$ cat src/rtl/pc_unit.sv
// pc_unit: program counter with jump, increment, address mux and a LIFO return stack
module pc_unit #(
  parameter logic [15:0] RESET_PC = 16'h0000,
  parameter int DEPTH = 4
) (
  input  logic        clk,
  input  logic        reset,
  input  logic        pc_en,
  input  logic        pc_ld,
  input  logic        pc_sel,
  input  logic [15:0] target,
  input  logic [15:0] data_addr,
  input  logic        call,
  input  logic        ret,
  output logic [15:0] mem_addr,
  output logic [15:0] pc,
  output logic [15:0] link,
  output logic        stack_empty,
  output logic        stack_full,
  output logic        stack_err
);
  localparam int AW = $clog2(DEPTH);
  localparam logic [AW:0] FULL = (AW+1)'(DEPTH);
  logic [15:0] stack [DEPTH];
  logic [AW:0] count;
  logic [AW-1:0] top;
  logic jump, pop, push, err_set;
  logic [15:0] pc_nxt;
  assign top = count[AW-1:0] - AW'(1);
  assign stack_empty = count == '0;
  assign stack_full = count == FULL;
  assign link = stack_empty ? 16'h0000 : stack[top];
  assign mem_addr = pc_sel ? pc : data_addr;
  always_comb begin
    jump = pc_en & ~ret & pc_ld;
    pop = pc_en & ret & ~stack_empty;
    push = jump & call & ~stack_full;
    err_set = (pc_en & ret & stack_empty) | (jump & call & stack_full);
    pc_nxt = pop ? link : jump ? target : pc_en ? pc + 16'd1 : pc;
  end
  always_ff @(posedge clk or posedge reset) begin
    if (reset) begin
      pc <= RESET_PC;
      count <= '0;
      stack_err <= 1'b0;
    end else begin
      pc <= pc_nxt;
      count <= push ? count + 1'b1 : pop ? count - 1'b1 : count;
      stack_err <= stack_err | err_set;
    end
  end
  // entries need no reset: the count alone decides which are valid
  always_ff @(posedge clk) begin
    if (push) stack[count[AW-1:0]] <= pc;
  end
endmodule

$ cat config.mk
export PLATFORM = sky130hd
export DESIGN_NAME = pc_unit
export DESIGN_NICKNAME = d
export VERILOG_FILES = /design/src/rtl/pc_unit.sv
export SDC_FILE = /design/constraint.sdc
export NUM_CORES = 1
export LEC_CHECK = 0
export BUFFER_PORTS_ARGS = -buffer_cell sky130_fd_sc_hd__buf_2
export CORE_MARGIN = 4
export CORE_UTILIZATION = 44
export DETAILED_ROUTE_END_ITERATION = 7
export PLACE_DENSITY_LB_ADDON = 0.1
export SKIP_CTS_REPAIR_TIMING = 1
export SLEW_MARGIN = 20
export SYNTH_ARGS = -nofsm -noshare
export SYNTH_HDL_FRONTEND = slang
export SYNTH_SLANG_ARGS = --single-unit
$ cat constraint.sdc
create_clock -name clk -period 2.8 [get_ports clk]
set_input_delay 0.14 -clock clk [delete_from_list [all_inputs] [get_ports clk]]
set_output_delay 0.14 -clock clk [all_outputs]
set_load 0.01 [all_outputs]
==> results.tsv <==
metric	value	unit
Area after DPL	4690	µm²
Avg Cell Area, Syn	13.9	µm²
internal reg-to-reg setup slack	0.70	ns
vias in the first global route	2857	
crit path max-delay cell type	dfrtp_1	
Synth area leader	edfxtp_1	
CTS buffer count	9	
ys async rst share	0.238	
Total Wirelength	10.4	mm
flops & latches, synth	84	
vias	2875	
Die ar.	11000	µm²
worst r2r src	count[1]	
met2 routed WL	4.98	mm
top_reg_cell synth	edfxtp_1	
Synth area leaders	edfxtp_1 46%, dfrtp_1 12%, mux4_2 8.7%, mux2_2 4.3%, and2_1 2.9%	
crit-path max FO	8	
drc violations	0	
setup TNS	0	ns
Synth top area share	0.464	
Max VDD drop	366	µV
initial antenna violation count	0	
Core Area	9200	µm²
Hold Vio Cnt, Final	20	
run status	finished with violations	
CTS tree	done	
number of synthesized flops with an enable pin	64	
Slew Limit Fails	0	
worst-margin pin slew	0.936	ns
I/O Pins	90	
R2R cell count	7	
Die H	105	µm
Post-Syn Nets	344	
max_cap viols	0	
Max Freq	451	MHz
Crit path required time	2.66	ns
CP arrival	2.08	ns
Slew HR	0.375	
Syn. warnings	0	
GP Congestion	0.861	
Layout area overhead	18.4	%
failing checks	negative hold slack	
Cell Chain, Critical Path	inv_1 -> ha_1 -> buf_4 -> mux4_2 -> and2_1 -> buf_2	
Hold Path Class	primary input to asynchronous set/reset pin	
post-synth cell types	58	
# diodes	0	
largest net degree at the start of global routing	21	
final setup fails	0	
Iter 0 DRT Violations	159	
CP max stage delay	0.44	ns
Clock Skews	0.0125	ns
clock-pin transition on the worst setup and hold timing paths	0.09	ns
unrepaired setup endpoints after global routing	false	
routed length on met3	557	µm
H-tree Lvls	3	
CP Capture Type	output pin	
register area share after synthesis	0.585	
via/cell ratio	5.66	
Buffers on Ports	89	
highest routed layer	met4	
DRT met1 WL	4.73	mm
post-route cell area	4900	µm²
commonest non-fill, non-tap cell in the layout	buf_2	
first-pass GRT wire length	16.1	mm
Pleak	1.91	nW
Hold WS	-0.0230	ns
First-pass DRT Iterations	4	
# rows	35	
CTS Root Cell	clkbuf_8	
Cell Pwr Density	1030	nW/µm²
nets	437	
Clock Latency Late Sink	0.36	ns
WS Path Type	register to output pin	
kind of launch point of the worst setup path	register	
R2R Path End	pc[10]	
Synth Instances	299	
Routed wire per std cell	20.6	µm
clock sink count	84	
GRT Total Usage	0.194	
layout cells sized above 1	0.388	
die extent in x	105	µm
Tcrit/Tclk final	0.792	
most frequent cells in the layout	89 x buf_2, 64 x edfxtp_1, 20 x dfrtp_1, 19 x and2_1, 17 x nand2_1	
Starting Density	0.450	
GRT Residual Overflow	0	
final antenna-violating net count	0	
min Tclk post-route	2.22	ns
hpwl dp	7.04	mm
Netlist Area Pre-Place	4140	µm²
maximum root-to-sink buffer count	2	
## per-stage QoR
stage / util / hold slack (ns) / total power [mW] / cells / setup WS (ns)
after floorplan: - / 0.104 / 3.37 / 299 / 0.402
after global placement: 0.510 / 0.376 / 4.18 / 492 / 0.755
after detailed placement: 0.510 / 0.390 / 4.21 / 492 / 0.696
after CTS: 0.533 / -0.00752 / 5.12 / 508 / 0.552
after global routing: 0.533 / 0.0147 / 5.40 / 508 / 0.464
final: 0.533 / -0.0230 / 5.06 / 508 / 0.582
## per-layer routing
layer / global-route usage / vias up
met5: 0 / -
met4: 0.0619 / 0
met3: 0.0383 / 12
met2: 0.305 / 88
met1: 0.272 / 1434
li1: - / 1341
## worst max path at each step
stage	startpoint	to	slack, ns	cells after the start
finish	count[1]	link[8]	0.58	6
global route	count[1]	link[8]	0.46	6
CTS	count[1]	link[8]	0.55	6
detailed placement	count[1]	pc[10]	0.70	7
global placement	ret	count[1]	0.76	6
floorplan	count[0]	pc[8]	0.40	9
## synthesized netlist by cell type, types with 4 or more instances
library cell	count
nor3_1	8
a31oi_1	4
xnor2_1	5
edfxtp_1	64
ha_1	5
nand2_1	17
inv_1	9
dfrtp_1	20
o22ai_1	4
and2_1	19
nand3_1	7
clkbuf_1	7
a22oi_1	5
nor2_1	14
a21oi_1	4
o21ai_1	5
o31ai_1	4
mux2_2	16
mux4_2	16
o21ai_0	4
## state kept, by name, indices dropped and copies added (netlist names)
signal	flops
stack	64
pc	16
count	3
stack_err	1
## cells by family after synthesis
group / synth area share
AND/OR/NAND/NOR: 0.117
XOR/XNOR: 0.0127
buffers and inverters: 0.0353
multiplexers: 0.140
adder cells (fa/ha/maj): 0.0199
flip-flops: 0.585
AO/OA/AOI/OAI: 0.0903
## worst max-delay path, delay by kind of cell (launching register included)
family / cells / cell delay, ns
buffers and inverters: 3 / 0.42
and+or+nand+nor: 1 / 0.19
DFF: 1 / 0.44
adders and majority gates: 1 / 0.30
muxes: 1 / 0.34
## layout make-up
type / count / area, µm²
tap: 111 / 139
inverter: 10 / 37.5
clock buffer: 11 / 151
clock inverter: 5 / 58.8
sequential: 84 / 2420
fill: 791 / 4290
multi-input combinational: 188 / 1570
timing repair buffer: 99 / 520
## power by group
group	switching (mW)	internal [mW]	leakage (nW)
clock network	0.447	0.463	0.104
logic	1.12	1.04	0.991
registers	0.354	1.63	0.817
total	1.92	3.14	1.91
Power figures use the tool's default switching activity.
